### src/rtl/arb_pkg.sv
// Shared definitions for the 8-way round-robin arbiter.
// Holds the requester count, the IDLE/GRANT state type and the default
// forced-release limit used when ARB_TIMEOUT_EN is defined.
package arb_pkg;

  localparam int N_REQ                  = 8;
  localparam int PTR_W                  = 3;
  localparam int TIMEOUT_CYCLES_DEFAULT = 16;

  typedef enum logic [0:0] {
    IDLE  = 1'b0,
    GRANT = 1'b1
  } arb_state_e;

  // Priority pointer after a release: one past the winner, wrapping 7 -> 0.
  function automatic logic [PTR_W-1:0] ptr_after(input logic [PTR_W-1:0] winner);
    return winner + 3'd1;
  endfunction

endpackage

### src/rtl/rr_pick.sv
// Rotating-priority selector: finds the first set request at or above ptr,
// wrapping from index 7 back to index 0. Purely combinational.
module rr_pick
  import arb_pkg::*;
(
  input  logic [N_REQ-1:0] req,
  input  logic [PTR_W-1:0] ptr,
  output logic [N_REQ-1:0] pick,
  output logic [PTR_W-1:0] index,
  output logic             any
);

  logic [PTR_W-1:0] cand_s;

  // Walk the offsets from farthest to nearest so that the nearest set request wins.
  always_comb begin
    index  = 3'd0;
    any    = 1'b0;
    cand_s = 3'd0;
    for (int k = N_REQ - 1; k >= 0; k--) begin
      cand_s = ptr + 3'(k);
      if (req[cand_s]) begin
        index = cand_s;
        any   = 1'b1;
      end else begin
        index = index;
        any   = any;
      end
    end
  end

  // Expand the winning index to a one-hot vector; all zero when nothing requests.
  always_comb begin
    pick = 8'h00;
    if (any) begin
      pick = 8'h01 << index;
    end else begin
      pick = 8'h00;
    end
  end

endmodule

### src/rtl/rr_arbiter_8.sv
// 8-requester round-robin arbiter with a two-state IDLE/GRANT controller.
// A grant is held until gnt_done and is always followed by an idle cycle.
// Optional feature: define ARB_TIMEOUT_EN to force release after
// TIMEOUT_CYCLES grant cycles and pulse the timeout output.
module rr_arbiter_8
  import arb_pkg::*;
#(
  parameter int TIMEOUT_CYCLES = TIMEOUT_CYCLES_DEFAULT
) (
  input  logic             clk,
  input  logic             rst_n,
  input  logic [N_REQ-1:0] req,
  input  logic             gnt_done,
  output logic [N_REQ-1:0] gnt,
  output logic             gnt_valid,
  output logic             timeout
);

  arb_state_e       state_r;
  logic [N_REQ-1:0] gnt_r;
  logic             gnt_valid_r;
  logic [PTR_W-1:0] ptr_r;
  logic [PTR_W-1:0] win_idx_r;

  logic [N_REQ-1:0] pick_s;
  logic [PTR_W-1:0] pick_idx_s;
  logic             pick_any_s;

`ifdef ARB_TIMEOUT_EN
  localparam logic [7:0] TO_LIMIT = 8'(TIMEOUT_CYCLES);
  logic [7:0] cnt_r;
  logic       timeout_r;
`else
  // The limit only matters with the timeout feature; keep it referenced.
  logic [7:0] unused_timeout_cfg_s;
  assign unused_timeout_cfg_s = 8'(TIMEOUT_CYCLES);
`endif

  rr_pick u_pick (
    .req   (req),
    .ptr   (ptr_r),
    .pick  (pick_s),
    .index (pick_idx_s),
    .any   (pick_any_s)
  );

  // Arbitration FSM: grant from IDLE, hold in GRANT, release back to IDLE.
  always_ff @(posedge clk or negedge rst_n) begin
    if (!rst_n) begin
      state_r     <= IDLE;
      gnt_r       <= 8'h00;
      gnt_valid_r <= 1'b0;
      ptr_r       <= 3'd0;
      win_idx_r   <= 3'd0;
`ifdef ARB_TIMEOUT_EN
      cnt_r       <= 8'd0;
      timeout_r   <= 1'b0;
`endif
    end else begin
`ifdef ARB_TIMEOUT_EN
      timeout_r <= 1'b0;
`endif
      case (state_r)
        IDLE: begin
          if (pick_any_s) begin
            gnt_r       <= pick_s;
            gnt_valid_r <= 1'b1;
            win_idx_r   <= pick_idx_s;
            state_r     <= GRANT;
`ifdef ARB_TIMEOUT_EN
            cnt_r       <= 8'd0;
`endif
          end else begin
            gnt_r       <= 8'h00;
            gnt_valid_r <= 1'b0;
            state_r     <= IDLE;
          end
        end
        GRANT: begin
          if (gnt_done) begin
            gnt_r       <= 8'h00;
            gnt_valid_r <= 1'b0;
            ptr_r       <= ptr_after(win_idx_r);
            state_r     <= IDLE;
          end
`ifdef ARB_TIMEOUT_EN
          else if (cnt_r + 8'd1 == TO_LIMIT) begin
            gnt_r       <= 8'h00;
            gnt_valid_r <= 1'b0;
            ptr_r       <= ptr_after(win_idx_r);
            state_r     <= IDLE;
            timeout_r   <= 1'b1;
          end else begin
            cnt_r       <= cnt_r + 8'd1;
          end
`else
          else begin
            state_r     <= GRANT;
          end
`endif
        end
        default: begin
          state_r     <= IDLE;
          gnt_r       <= 8'h00;
          gnt_valid_r <= 1'b0;
        end
      endcase
    end
  end

  assign gnt       = gnt_r;
  assign gnt_valid = gnt_valid_r;
`ifdef ARB_TIMEOUT_EN
  assign timeout   = timeout_r;
`else
  assign timeout   = 1'b0;
`endif

endmodule

### config.mk
export PLATFORM = sky130hd
export DESIGN_NAME = rr_arbiter_8
export DESIGN_NICKNAME = d
export VERILOG_FILES = /design/src/rtl/arb_pkg.sv /design/src/rtl/rr_pick.sv /design/src/rtl/rr_arbiter_8.sv
export SDC_FILE = /design/constraint.sdc
export NUM_CORES = 1
export LEC_CHECK = 0
export ABC_AREA = 1
export CAP_MARGIN = 20
export CORE_ASPECT_RATIO = 0.7
export CORE_MARGIN = 1
export CORE_UTILIZATION = 45
export DETAILED_ROUTE_END_ITERATION = 10
export GPL_ROUTABILITY_DRIVEN = 0
export PLACE_DENSITY = 0.69
export RECOVER_POWER = 25
export SYNTH_ARGS = -nofsm -noshare
export SYNTH_HDL_FRONTEND = slang
export SYNTH_SLANG_ARGS = --single-unit
### constraint.sdc
create_clock -name clk -period 2.4 [get_ports clk]
set_clock_uncertainty 0.1 [all_clocks]
set_input_delay 0.48 -clock clk [delete_from_list [all_inputs] [get_ports clk]]
set_output_delay 0.48 -clock clk [all_outputs]
set_load 0.01 [all_outputs]
==> results of run 1 <==
==> worst max-delay path by stage <==
| stage | endpoint | slack, ps | cells after the start |
|---|---|---|---|
| 2_1_floorplan | gnt[5] | 130 | 16 |
| 3_3_place_gp | gnt[2] | 20 | 13 |
| 3_5_place_dp | gnt[2] | -6 | 13 |
| 4_1_cts | gnt[2] | 40 | 13 |
| 5_1_grt | gnt[2] | 10 | 17 |
| 6_report | gnt[2] | 190 | 14 |
==> layout by cell type, fill, tap and decap left out, types with 2 or more instances in the layout <==
cell / instances
nand2_1: 73
a21oi_1: 8
inv_2: 9
nand3_1: 33
o21ai_1: 3
clkdlybuf4s50_1: 17
dfrtp_1: 16
o21ai_0: 3
a21oi_2: 2
buf_6: 2
clkbuf_8: 3
ha_1: 2
nor2_1: 8
nand3_2: 7
dlygate4sd3_1: 2
nor2_2: 4
nand2_2: 9
buf_4: 5
inv_1: 12
nand4_1: 4
==> final cells by class <==
type,count,share of cell area (%)
flip-flops and latches,16,24.3
multi-input cells,161,49.9
well taps,36,2.74
clock buffers,3,2.51
repair buffers,26,15.2
inverters,22,5.32
==> what timing repair did <==
action,4_1_cts,5_1_grt
buffers inserted,0,1
endpoints found under the setup margin,0,11
resized for setup,0,8
==> state kept, by name (all words and copies together), names as in the netlist <==
register / cells
gnt: 8
gnt_valid: 1
ptr_r: 3
state_r: 1
win_idx_r: 3
==> worst min-delay path: stages, from the launching register on <==
cell and delay (ps):
dfrtp_1 340, nand2_1 50, nand2_1 50
==> cells by family after synthesis <==
logic type	Yosys count
AOI/OAI and AO/OA	18
and+or+nand+nor	138
xor gates and xnor gates	1
other	1
buffers and inverters	26
adders and majority gates	3
DFF	16
==> per-stage QoR <==
| stage | setup slack, ps | area, µm² | hold slack [ps] | std cells |
|---|---|---|---|---|
| 2_1_floorplan | 128 | 1320 | 84.4 | 203 |
| 3_3_place_gp | 16.1 | 1570 | 364 | 260 |
| 5_1_grt | 14.0 | 1650 | 413 | 264 |
| 3_5_place_dp | -6.00 | 1570 | 365 | 260 |
| 6_report | 193 | 1650 | 381 | 264 |
| 4_1_cts | 37.6 | 1610 | 387 | 263 |
==> routing by layer <==
metal / track usage (%) / share of wire (%) / vias to the layer above
met1: 33.4 / 50 / 633
met5: 0 / 0 / -
met3: 7.52 / 9.4 / 4
met4: 2.55 / 0.51 / 0
li1: - / - / 705
met2: 33.7 / 40 / 56
==> run_results.csv, run 1 <==
group,metric,value,unit
global_routing,grt_usage,22.9,%
setup_path,critPathLaunch,"ptr_r[1]",
clocking,clk_latency,240,ps
clocking,hold_buffers,0,
detailed_routing,vias,1398,
global_routing,grt_pass1_vias,1165,
finish,final_util,58.7,%
synth,synth_nets,217,
outcome,status,"finished clean",
global_routing,grt_max_degree,17,
synth,synthArstFlopShare,100,%
synth,yosys.area.top_type_share,30.3,%
setup_path,end_kind,"flop",
finish,nFillCells,270,
synth,syn_area_per_cell,6.51,µm²
clocking,cts_buffer_depth,2,
setup_path,crit_slowest_cell,"dfrtp_1",
die,die_x,66.8,µm
clocking,numCtsBuffers,3,
synth,synth_top_family_by_area,"simple AND/OR/NAND/NOR gates",
synth,synth_compound_area_share,8.23,%
sta,finalHoldViolations,0,
setup_path,r2r_end,"gnt[2]",
global_routing,grt_overflow,0,
synth,netlist_top_cells_count,"73 x nand2_1, 34 x nand3_1, 16 x dfrtp_1",
global_routing,grt_pass1_wl,5260,µm
die,dieHeight,47.4,µm
setup_path,cp-start-kind,"flop",
setup_path,r2r_start,"ptr_r[1]",
finish,area_growth,24.4,%
synth,ys.warnings.count,0,
clocking,cts_tree,"yes",
clocking,cts_sinks,16,
setup_path,crit_type,"flop to flop",
setup_path,worstPathMaxFanout,5,
finish,insertedDiodeCount,0,
setup_path,worst_ep_required_time,2480,ps
finish,fin_nets,244,
sta,setup_viol,0,
hold_path,whs_path_depth,2,
synth,synth_top_area_cell,"dfrtp_1",
sta,maxSlewViolCount,0,
finish,layout-drive-gt1-share,19.7,%
setup_path,cpPeakStageDelay,420,ps
detailed_routing,wire_per_inst,12.6,µm
detailed_routing,drt_first_pass_iters,4,
synth,synthCells,203,
synth,synth-xor-area-share,0.662,%
die,core-area,2800,µm²
setup_path,path_common_cell,"inv_2",
sta,post-route-min-period,2210,ps
synth,yosys.area_share.simple,48.4,%
sta,rsz0062_at_grt,"false",
clocking,h-tree-depth,1,
flow_run,drv_cap,0,
place,place_hpwl,2640,µm
hold_path,min-delay-start,"gnt[4]",
synth,synth_fa_ha_area_share,2.84,%
setup_path,path_delay_family,"simple AND/OR/NAND/NOR gates",
clocking,root_buffer,"clkbuf_8",
synth,ys.flop_type,"dfrtp_1",
hold_path,whs_endpoint,"gnt[4]",
clocking,cts.reportedPaths.clkPinSlew,60,ps
global_routing,antenna_found_initial,0,
sta,post-route-period-util,91.9,%
setup_path,worstPathArrival,2290,ps
finish,seq_area,400,µm²
detailed_routing,drc_errors,0,
sta,setup_tns,0,ps
sta,worst_pin_slew,747,ps
detailed_routing,routed_via_density,5.30,
sta,max_freq,0.453,GHz
detailed_routing,wl,3330,µm
die,num_rows,16,
setup_path,path_cells,"clkinv_4, ha_4, inv_2, nand3_1, nand3_2, nand2_2, inv_2, a21oi_2, nor2_1, o21ai_2, nand2_2, inv_2, nand4_1, nand2_1",
detailed_routing,drtAntennaViolNets,0,
synth,syn-cell-area,1320,µm²
sta,slew_headroom,50.0,%
synth,yosysMostFrequentCell,"nand2_1",
synth,synth_seq_area_share,30.3,%
synth,yosys-mux-area-fraction,0,%
setup_path,worstRegToRegCells,14,
synth,ys_ff_latch,16,
hold_path,holdCritPathClass,"flop to flop",
synth,ys_types,23,
synth,synth.area.top_cells,"dfrtp_1 30%, nand2_1 21%, nand3_1 13%",
die,ioPinCount,21,
detailed_routing,drtIter0Drc,103,
synth,synth-edff-count,0,
setup_path,timing.critical_path.buf_inv,4,
place,place.port_buffers,19,
finish,multi_input_comb_area,821,µm²
die,initial_core_util,47.2,%
die,fp.dieArea,3160,µm²
setup_path,worst-r2r-setup-slack,190,ps
Power of run 1 is left out: the tool's default activity adds up to more than one toggle a clock period on the data nets, which glitch-free logic cannot reach.
==> inputs of run 2 (changes only) <==
CAP_MARGIN = 15   (was 20)
==> results of run 2 <==
No change in the layout: final DEF, timing and power equal those of run 1.
Power of run 2 is left out for the same reason.
